--- src/rtl/cpu_run_controller.sv ---
// Host-side sequencer for the pipelined cpu: preloads IMEM/DMEM, pulses reset,
// runs the core for a programmed number of cycles and reads DMEM back.
module cpu_run_controller #(
  parameter int unsigned IMEM_DEPTH = 128,
  parameter int unsigned DMEM_DEPTH = 128,
  parameter int unsigned CNT_W      = 32
) (
  input  logic             clk,
  input  logic             srst,
  input  logic             cmd_valid,
  output logic             cmd_ready,
  input  logic [1:0]       cmd_op,
  input  logic [15:0]      cmd_addr,
  input  logic [63:0]      cmd_data,
  input  logic [CNT_W-1:0] cmd_cycles,
  input  logic             halt,
  output logic             rsp_valid,
  input  logic             rsp_ready,
  output logic [63:0]      rsp_data,
  output logic             busy,
  output logic             done,
  output logic             err,
  output logic [CNT_W-1:0] run_cycles,
  output logic             cpu_arst_n,
  output logic             cpu_enable,
  output logic [63:0]      addr_ext,
  output logic             wen_ext,
  output logic             ren_ext,
  output logic [31:0]      wdata_ext,
  output logic [63:0]      addr_ext_2,
  output logic             wen_ext_2,
  output logic             ren_ext_2,
  output logic [63:0]      wdata_ext_2,
  input  logic [63:0]      rdata_ext_2
);

  localparam logic [2:0] S_IDLE    = 3'd0;
  localparam logic [2:0] S_WR_I    = 3'd1;
  localparam logic [2:0] S_WR_D    = 3'd2;
  localparam logic [2:0] S_RD_REQ  = 3'd3;
  localparam logic [2:0] S_RD_WAIT = 3'd4;
  localparam logic [2:0] S_RSP     = 3'd5;
  localparam logic [2:0] S_CRST    = 3'd6;
  localparam logic [2:0] S_RUN     = 3'd7;

  localparam logic [1:0] OP_WR_I = 2'd0;
  localparam logic [1:0] OP_WR_D = 2'd1;
  localparam logic [1:0] OP_RUN  = 2'd2;
  localparam logic [1:0] OP_RD   = 2'd3;

  localparam logic [CNT_W-1:0] CNT_MAX = '1;

  logic [2:0]       state, state_nxt;
  logic [CNT_W-1:0] cnt, cnt_nxt, cnt_inc;
  logic [CNT_W-1:0] cyc_q, cyc_nxt;
  logic             rd_ok_q, rd_ok_nxt;
  logic             imem_ok, dmem_ok;

  logic             rsp_valid_nxt, done_nxt, err_nxt, arst_n_nxt, enable_nxt;
  logic [63:0]      rsp_data_nxt, addr_nxt, addr2_nxt, wdata2_nxt;
  logic [CNT_W-1:0] run_cycles_nxt;
  logic             wen_nxt, wen2_nxt, ren2_nxt;
  logic [31:0]      wdata_nxt;

  assign cmd_ready = (state == S_IDLE);
  assign busy      = (state != S_IDLE);
  assign ren_ext   = 1'b0;

  assign imem_ok = 32'(cmd_addr) < IMEM_DEPTH;
  assign dmem_ok = 32'(cmd_addr) < DMEM_DEPTH;
  assign cnt_inc = (cnt == CNT_MAX) ? cnt : cnt + CNT_W'(1);

  // Next-state and next-output logic
  always_comb begin
    state_nxt      = state;
    cnt_nxt        = cnt;
    cyc_nxt        = cyc_q;
    rd_ok_nxt      = rd_ok_q;
    rsp_valid_nxt  = rsp_valid;
    rsp_data_nxt   = rsp_data;
    done_nxt       = 1'b0;
    err_nxt        = err;
    run_cycles_nxt = run_cycles;
    arst_n_nxt     = 1'b1;
    enable_nxt     = 1'b0;
    wen_nxt        = 1'b0;
    wen2_nxt       = 1'b0;
    ren2_nxt       = 1'b0;
    addr_nxt       = addr_ext;
    wdata_nxt      = wdata_ext;
    addr2_nxt      = addr_ext_2;
    wdata2_nxt     = wdata_ext_2;

    case (state)
      S_IDLE: begin
        if (cmd_valid) begin
          case (cmd_op)
            OP_WR_I: begin
              state_nxt = S_WR_I;
              if (imem_ok) begin
                wen_nxt   = 1'b1;
                addr_nxt  = 64'({cmd_addr, 2'b00});
                wdata_nxt = cmd_data[31:0];
              end else begin
                err_nxt = 1'b1;
              end
            end
            OP_WR_D: begin
              state_nxt = S_WR_D;
              if (dmem_ok) begin
                wen2_nxt   = 1'b1;
                addr2_nxt  = 64'({cmd_addr, 3'b000});
                wdata2_nxt = cmd_data;
              end else begin
                err_nxt = 1'b1;
              end
            end
            OP_RD: begin
              state_nxt = S_RD_REQ;
              rd_ok_nxt = dmem_ok;
              if (dmem_ok) begin
                ren2_nxt  = 1'b1;
                addr2_nxt = 64'({cmd_addr, 3'b000});
              end else begin
                err_nxt = 1'b1;
              end
            end
            default: begin
              // A zero-length run completes immediately without touching the core
              if (cmd_cycles == '0) begin
                done_nxt       = 1'b1;
                run_cycles_nxt = '0;
              end else begin
                state_nxt  = S_CRST;
                cyc_nxt    = cmd_cycles;
                cnt_nxt    = '0;
                arst_n_nxt = 1'b0;
              end
            end
          endcase
        end
      end
      S_WR_I, S_WR_D: state_nxt = S_IDLE;
      S_RD_REQ:       state_nxt = S_RD_WAIT;
      S_RD_WAIT: begin
        state_nxt     = S_RSP;
        rsp_valid_nxt = 1'b1;
        rsp_data_nxt  = rd_ok_q ? rdata_ext_2 : '0;
      end
      S_RSP: begin
        if (rsp_ready) begin
          state_nxt     = S_IDLE;
          rsp_valid_nxt = 1'b0;
        end
      end
      S_CRST: begin
        // Core reset is held across two cycles, then enable starts
        if (cnt == CNT_W'(1)) begin
          state_nxt  = S_RUN;
          cnt_nxt    = '0;
          enable_nxt = 1'b1;
        end else begin
          cnt_nxt    = cnt_inc;
          arst_n_nxt = 1'b0;
        end
      end
      S_RUN: begin
        cnt_nxt = cnt_inc;
        if (halt || cnt_inc == cyc_q) begin
          state_nxt      = S_IDLE;
          done_nxt       = 1'b1;
          run_cycles_nxt = cnt_inc;
        end else begin
          enable_nxt = 1'b1;
        end
      end
      default: state_nxt = S_IDLE;
    endcase
  end

  always_ff @(posedge clk) begin
    if (srst) begin
      state       <= S_IDLE;
      cnt         <= '0;
      cyc_q       <= '0;
      rd_ok_q     <= 1'b0;
      rsp_valid   <= 1'b0;
      rsp_data    <= '0;
      done        <= 1'b0;
      err         <= 1'b0;
      run_cycles  <= '0;
      cpu_arst_n  <= 1'b0;
      cpu_enable  <= 1'b0;
      wen_ext     <= 1'b0;
      addr_ext    <= '0;
      wdata_ext   <= '0;
      wen_ext_2   <= 1'b0;
      ren_ext_2   <= 1'b0;
      addr_ext_2  <= '0;
      wdata_ext_2 <= '0;
    end else begin
      state       <= state_nxt;
      cnt         <= cnt_nxt;
      cyc_q       <= cyc_nxt;
      rd_ok_q     <= rd_ok_nxt;
      rsp_valid   <= rsp_valid_nxt;
      rsp_data    <= rsp_data_nxt;
      done        <= done_nxt;
      err         <= err_nxt;
      run_cycles  <= run_cycles_nxt;
      cpu_arst_n  <= arst_n_nxt;
      cpu_enable  <= enable_nxt;
      wen_ext     <= wen_nxt;
      addr_ext    <= addr_nxt;
      wdata_ext   <= wdata_nxt;
      wen_ext_2   <= wen2_nxt;
      ren_ext_2   <= ren2_nxt;
      addr_ext_2  <= addr2_nxt;
      wdata_ext_2 <= wdata2_nxt;
    end
  end

endmodule

--- config.mk ---
export PLATFORM = sky130hd
export DESIGN_NAME = cpu_run_controller
export DESIGN_NICKNAME = d
export VERILOG_FILES = /design/src/rtl/cpu_run_controller.sv
export SDC_FILE = /design/constraint.sdc
export NUM_CORES = 1
export LEC_CHECK = 0
export ABC_CLOCK_PERIOD_IN_PS = 4500
export BUFFER_PORTS_ARGS = -buffer_cell sky130_fd_sc_hd__buf_2
export CORE_AREA = 2 2 200 202
export CTS_CLUSTER_SIZE = 10
export DETAILED_ROUTE_END_ITERATION = 8
export DIE_AREA = 0 0 202 204
export HOLD_SLACK_MARGIN = 0.1
export SYNTH_ARGS = -nofsm -noshare
export SYNTH_HDL_FRONTEND = slang
export SYNTH_SLANG_ARGS = --single-unit
--- constraint.sdc ---
create_clock -name clk -period 4.5 [get_ports clk]
set_input_delay 0.45 -clock clk [delete_from_list [all_inputs] [get_ports clk]]
set_output_delay 0.45 -clock clk [all_outputs]
set_load 0.02 [all_outputs]
# Word level (Yosys, flattened, before mapping)
# Cells that the tools add are included.
[totals]
input_bits = 183
register_bits = 300
[op_classes]
add_sub_neg = 1
bitwise_logic = 8
n_lt_le_gt_ge = 1
muxes = 33
n_eq_ne = 20
n_reduce_logical = 24
[op_table]
columns = ["cell", "n"]
rows = [
  ["$mux W32", 9],
  ["$pmux W32 S3", 1],
  ["$mux W64", 1],
  ["$pmux W32 S2", 1],
  ["$add A32 B1 Y32 const B", 1],
  ["$eq A32 B1 Y1 const B", 1],
  ["$eq A32 B32 Y1", 1],
  ["$eq A32 B32 Y1 const B", 1],
  ["$logic_not A32 Y1", 1],
  ["$reduce_and A4 Y1", 6],
  ["$pmux W3 S7", 1],
  ["$lt A16 B8 Y1 const B", 1],
  ["$mux W3", 5],
  ["$eq A3 B3 Y1 const B", 4],
  ["$ne A2 B2 Y1 const B", 6],
  ["$reduce_or A4 Y1", 3],
  ["$mux W1", 10],
  ["$reduce_and A5 Y1", 2],
  ["$pmux W3 S3", 1],
  ["$not A1 Y1", 8],
  ["$pmux W1 S2", 4],
  ["$eq A3 B2 Y1 const B", 2],
  ["$reduce_bool A3 Y1", 2],
  ["$ne A5 B2 Y1 const B", 1],
  ["12 further kinds", 14],
]

# Depth between registers and ports, before layout
[depth]
word_depth = 6
ltp_mapped = 15
mapped_depth_nobuf = 11

# Worst setup path after synthesis
# OpenSTA, ideal clock, no wires.
[synth_path]
kind = "flip-flop to flip-flop"
start = "register cnt[1]"
end = "register cpu_enable"
path_stages_with_launch = 15
period_less_slack_ns = 3.484
arrival_time_ns = 3.370
slack_ns = 1.016
setup_ns = 0.114
cell_sequence = "dfxtp_1 > ha_1 > buf_4 > nand4_1 > or3_1 > buf_2 > a2111oi_0 > mux2i_1 > nand2_1 > nor3_2 > nand3_1 > o21ba_1 > buf_6 > buf_2 > a21o_1"
[synth_between]
elab_chain_cells = 6
elab_cells_between_ends = 9
classes_between = "add/sub (1); eq/ne (3); mux (4); reduce/logical (1)"
[synth_lines]
columns = ["element", "line", "rtl"]
rows = [
  ["from (decl)", "54", "logic [CNT_W-1:0] cnt, cnt_nxt, cnt_inc;"],
  ["from (signal assigned)", "203", "cnt <= cnt_nxt;"],
  ["$add A32 B1 Y32 or $eq A32 B32 Y1 (tied branches)", "71", "assign cnt_inc = (cnt == CNT_MAX) ? cnt : cnt + CNT_W'(1);"],
  ["$mux W32", "71", ""],
  ["$eq A32 B32 Y1", "169", "if (halt || cnt_inc == cyc_q) begin"],
  ["$logic_or A1 B1 Y1", "169", ""],
  ["$mux W1", "169", ""],
  ["$pmux W1 S2 (*)", "94", "case (state)"],
  ["to (signal assigned)", "212", "cpu_enable <= enable_nxt;"],
  ["to (decl)", "25", "output logic cpu_enable,"],
]
# Mark *: on every way between the ends. The rest lies on a longest branch, timed or not.
# A chain may end at the register's enable or synchronous reset.

# Worst setup path in the final report
[layout_path]
start = "register cnt[0]"
end = "register run_cycles[21]"
[layout_between]
elab_chain_cells = 6
elab_cells_between_ends = 9
classes_between = "add/sub (1); eq/ne (3); mux (3); reduce/logical (2)"
[layout_lines]
columns = ["element", "line", "rtl"]
rows = [
  ["$add A32 B1 Y32 or $eq A32 B32 Y1 (tied branches)", "71", ""],
  ["$mux W32 (*)", "71", ""],
  ["$eq A32 B32 Y1", "169", ""],
  ["$logic_or A1 B1 Y1", "169", ""],
  ["$ne A2 B2 Y1 (no source line)", "-", ""],
  ["$reduce_and A5 Y1 (no source line)", "-", ""],
  ["to (signal assigned)", "210", "run_cycles <= run_cycles_nxt;"],
  ["to (decl)", "23", "output logic [CNT_W-1:0] run_cycles,"],
]
# Mark *: on every way between the ends. The rest lies on a longest branch, timed or not. The select of a mux whose other input is x is not followed.

==> results <==
- The flow ran to the end, and the final reports show no timing, DRC or antenna violations.
- The CTS buffer count is 37.
- The final estimated routing congestion in global placement is 0.966.
- The number of storage elements in the synthesis netlist is 300.
- The portion of the post-synthesis area used by sequential elements is 0.420.
- The mean post-synth cell area is 8.10 sq um.
- The pre-antenna-repair detailed-routing pass consisted of 6 iterations.
- The signal on the critical path passes through ha_1, nand4_1, nor3_1, buf_4, a21oi_1, a31o_2, or4_4, nor4_2, nand4_2, o21ba_2, buf_12, o32ai_2.
- The effective utilization at floorplan is 0.365.
- Across all setup checks in the final design, the least slack found is 304 ps.
- Of the cells placed in the final design, the portion with a size suffix greater than 1 is 0.264.
- The floorplan step defined a die boundary enclosing 41,200 sq um.
- On the final layout, the worst hold slack is 127 ps.
- The count of maximum capacitance violations is 0.
- The H-tree was split into 2 levels.
- The largest single stage delay on the critical path is 490 ps.
- Setup repair after global routing left no endpoint under its margin.
- The number of endpoints failing setup at the final stage is 0.
- The later pin in the worst-skew pair is clocked with a latency of 550 ps.
- During synthesis, Yosys emitted a total of 0 warnings.
- The sort of element at the end of the critical path is a register.
- The detail-routed net length per standard cell is 20.6 microns.
- In this run the power density over the cells is 344 nW/um^2.
- The final count of pins violating max slew is 0.
- The initial antenna violation count is 2.
- The post-route antenna net violation count is 0.
- Summed over all cells, the static leakage comes to 7.48 nW.
- Counting instances in the post-synthesis netlist gives the leading cell types as nand2_1 (340), dfxtp_1 (300), a21oi_1 (217).
- Subtracting the final worst setup slack from the clock period gives 4200 ps.
- The most used flip-flop cell after synthesis is dfxtp_1.
- The area share of the largest cell type after synthesis is 0.420.
- The maximum frequency from static timing analysis is 0.238 GHz.
- In the synthesized netlist the async set-or-reset flop fraction comes to 0.
- The layout overhead on the synthesized area is 23.0%.
- TritonCTS built the clock tree.
- The slowest cell on the critical path is dfxtp_1.
- The number of global-route vias before repair was 13,100.
- Of the available clock period, the critical path in the final layout requires 0.932.
- At the pin with the least slew margin, the transition time is 1100 ps.
- Measured along the x axis, the die boundary spans 202 microns.
- The maximum ir drop on the vdd rail is 0.000254 V.
- The wire length after detailed routing is 55,100 microns.
- The total global-route track usage is 0.256.
- On the final layout, the worst clock skew is 27.9 ps.
- Yosys attributes the largest share of cell area to dfxtp_1 (42%), nand2_1 (8.9%), a21oi_1 (7.6%), buf_4 (5.9%), nand3_1 (3.2%).
- The netlist uses 77 different library cells.
- The largest total area in the synthesized netlist belongs to dfxtp_1.
- The post-route cell area is 17,600 sq um.
- The buffer cell driving the clock tree root is clkbuf_16.
- The detailed router placed 13,900 vias in this run.
- The post-CTS clock slew at the launch and capture registers of the worst setup and hold paths is 50 ps.
- Detailed placement ended at an HPWL of 41,300 microns.
- Yosys mapped a number of flops with a built-in enable equal to 0.
- The worst max-slew margin expressed relative to the limit is 0.269.
- The slack of the worst reg-to-reg path is 300 ps.
- The I/O pin count is 514.
- The layout has 3,975 filler cells.
- The routed via count divided by cell count is 5.20.
- The final-stage net count is 2,324.
- In this run the worst hold path is classified as in2reg.
- The total area inside the core boundary comes to 39,200 sq um.
- The post-placement worst setup slack is 307 ps.
- The number of DRC markers in iteration 0 is 1,184.
- The critical path in this run is classified as reg2reg.
- The count of buffers added on input and output ports is 416.
- The most frequent cell after synthesis is nand2_1.
- Synthesis handed over a netlist of 1,766 instances.
- In this run the cell area measured after placement is 16,500 sq um.
- Counting along the longest clock path gives a buffer depth of 3.
- CTS saw 300 sinks.
- Data arrives at the worst endpoint at 4640 ps.
- Along the worst path, the maximum fanout reaches 18.
- The repair_antennas step left the layout with diodes totalling 0.
- For this run the aggregate overflow at the end of global routing stands at 0.
- The data required time at the worst endpoint is 4940 ps.
- The aggregate negative setup slack is 0 ps.
- Summing internal, switching and leakage power gives 0.00606 W.
- The global-route wire length before repair is 81,400 microns.
- The count of endpoints failing hold in the final timing report is 0.
- The post-synthesis instance area is 14,300 sq um.
- For this run, design rule violations remaining after detail routing come to 0.
- Measured along the y axis, the die boundary spans 204 microns.
- STA classifies the critical path startpoint as a register.
- The largest net degree at the start of global routing is 103.
- The initialized floorplan defines 73 standard-cell rows.
-- placed cells by master (no fill, tap or decap), types with 6 or more instances in the layout --
cell / Yosys / final
nor3_1: 35 / 35
mux2i_1: 42 / 42
nor2_1: 105 / 105
inv_1: 48 / 48
a211oi_1: 8 / 8
clkbuf_1: 91 / 7
xor2_1: 20 / 20
buf_4: 113 / 46
nand3_1: 92 / 92
nor2b_1: 9 / 9
nand2_1: 340 / 338
nand4_1: 18 / 18
nor4_1: 33 / 33
a21oi_1: 217 / 217
o32ai_1: 6 / 6
dfxtp_1: 300 / 299
conb_1: 1 / 97
and3_1: 13 / 13
o21ai_0: 37 / 37
ha_1: 6 / 6
o32ai_2: 22 / 22
clkbuf_16: 0 / 37
and4_1: 10 / 10
or3_1: 12 / 11
and2_1: 23 / 21
o22ai_1: 8 / 8
buf_2: 17 / 415
xnor2_1: 29 / 29
-- report_power, final --
| group | switching (W) | internal [W] |
|---|---|---|
| clock network | 0.00113 | 0.00162 |
| logic | 0.000401 | 0.000180 |
| registers | 0.0000408 | 0.00268 |
| total | 0.00157 | 0.00448 |
-- layout make-up --
type	instances	area [sq um]	share of cell area
Clock inverter	5	111	0.00633
Clock buffer	45	966	0.0549
Timing Repair Buffer	466	2510	0.142
Tap cell	525	657	0.0373
Sequential cell	300	6010	0.341
Multi-Input combinational cell	1282	7180	0.408
Inverter	48	180	0.0102
-- worst max-delay path, delay by kind of cell (launching register included) --
kind                     cells  cell delay [ps]
AO/OA/AOI/OAI                4             1010
adder cells (fa/ha/maj)      1              410
buffers and inverters        2              520
flip-flops                   1              490
AND/OR/NAND/NOR              5             1660
-- worst paths after layout --
kind | endpoint | startpoint | cells past startpoint
setup / recovery | run_cycles[21] | cnt[0] | 12
hold reg to reg | rsp_data[50] | rsp_data[50] | 2
setup reg to reg | run_cycles[21] | cnt[0] | 12
hold / removal | wdata_ext_2[48] | cmd_data[48] | 3
-- layer usage --
| layer | vias up | GRT usage | wire length [microns] |
|---|---|---|---|
| met4 | 4 | 0.0712 | 1360 |
| met3 | 82 | 0.0587 | 3930 |
| met2 | 572 | 0.427 | 26400 |
| met5 | - | 0 | 27 |
| li1 | 6594 | - | - |
| met1 | 6640 | 0.330 | 23400 |
-- cells by family after synthesis --
family                   count (synthesis)  synth area share
other                                    1          0.000262
adder cells (fa/ha/maj)                  6           0.00525
multiplexers                            42            0.0294
flip-flops                             300             0.420
buffers and inverters                  280             0.107
AND/OR/NAND/NOR                        730             0.245
XOR/XNOR                                51            0.0331
AO/OA/AOI/OAI                          356             0.161
-- stage by stage --
stage / util / std cells
after global routing: 0.449 / 2671
after detailed placement: 0.421 / 2620
after global placement: 0.421 / 2620
final: 0.449 / 2671
after floorplan: - / 1862
after CTS: 0.449 / 2671
-- timing repair --
item / in CTS / in global routing
setup buffers: 0 / 0
setup endpoints to repair: 0 / 4
resized for setup: 0 / 1
hold buffers: 1 / 0
hold endpoints to repair: 1 / 0
-- registers in the layout, summed over array words and instances, names as in the netlist, 3 cells and up --
signal       cells
addr_ext        16
wdata_ext_2     64
rsp_data        64
run_cycles      32
wdata_ext       32
state            3
addr_ext_2      16
cnt             32
cyc_q           32
Power figures use the tool's default switching activity.
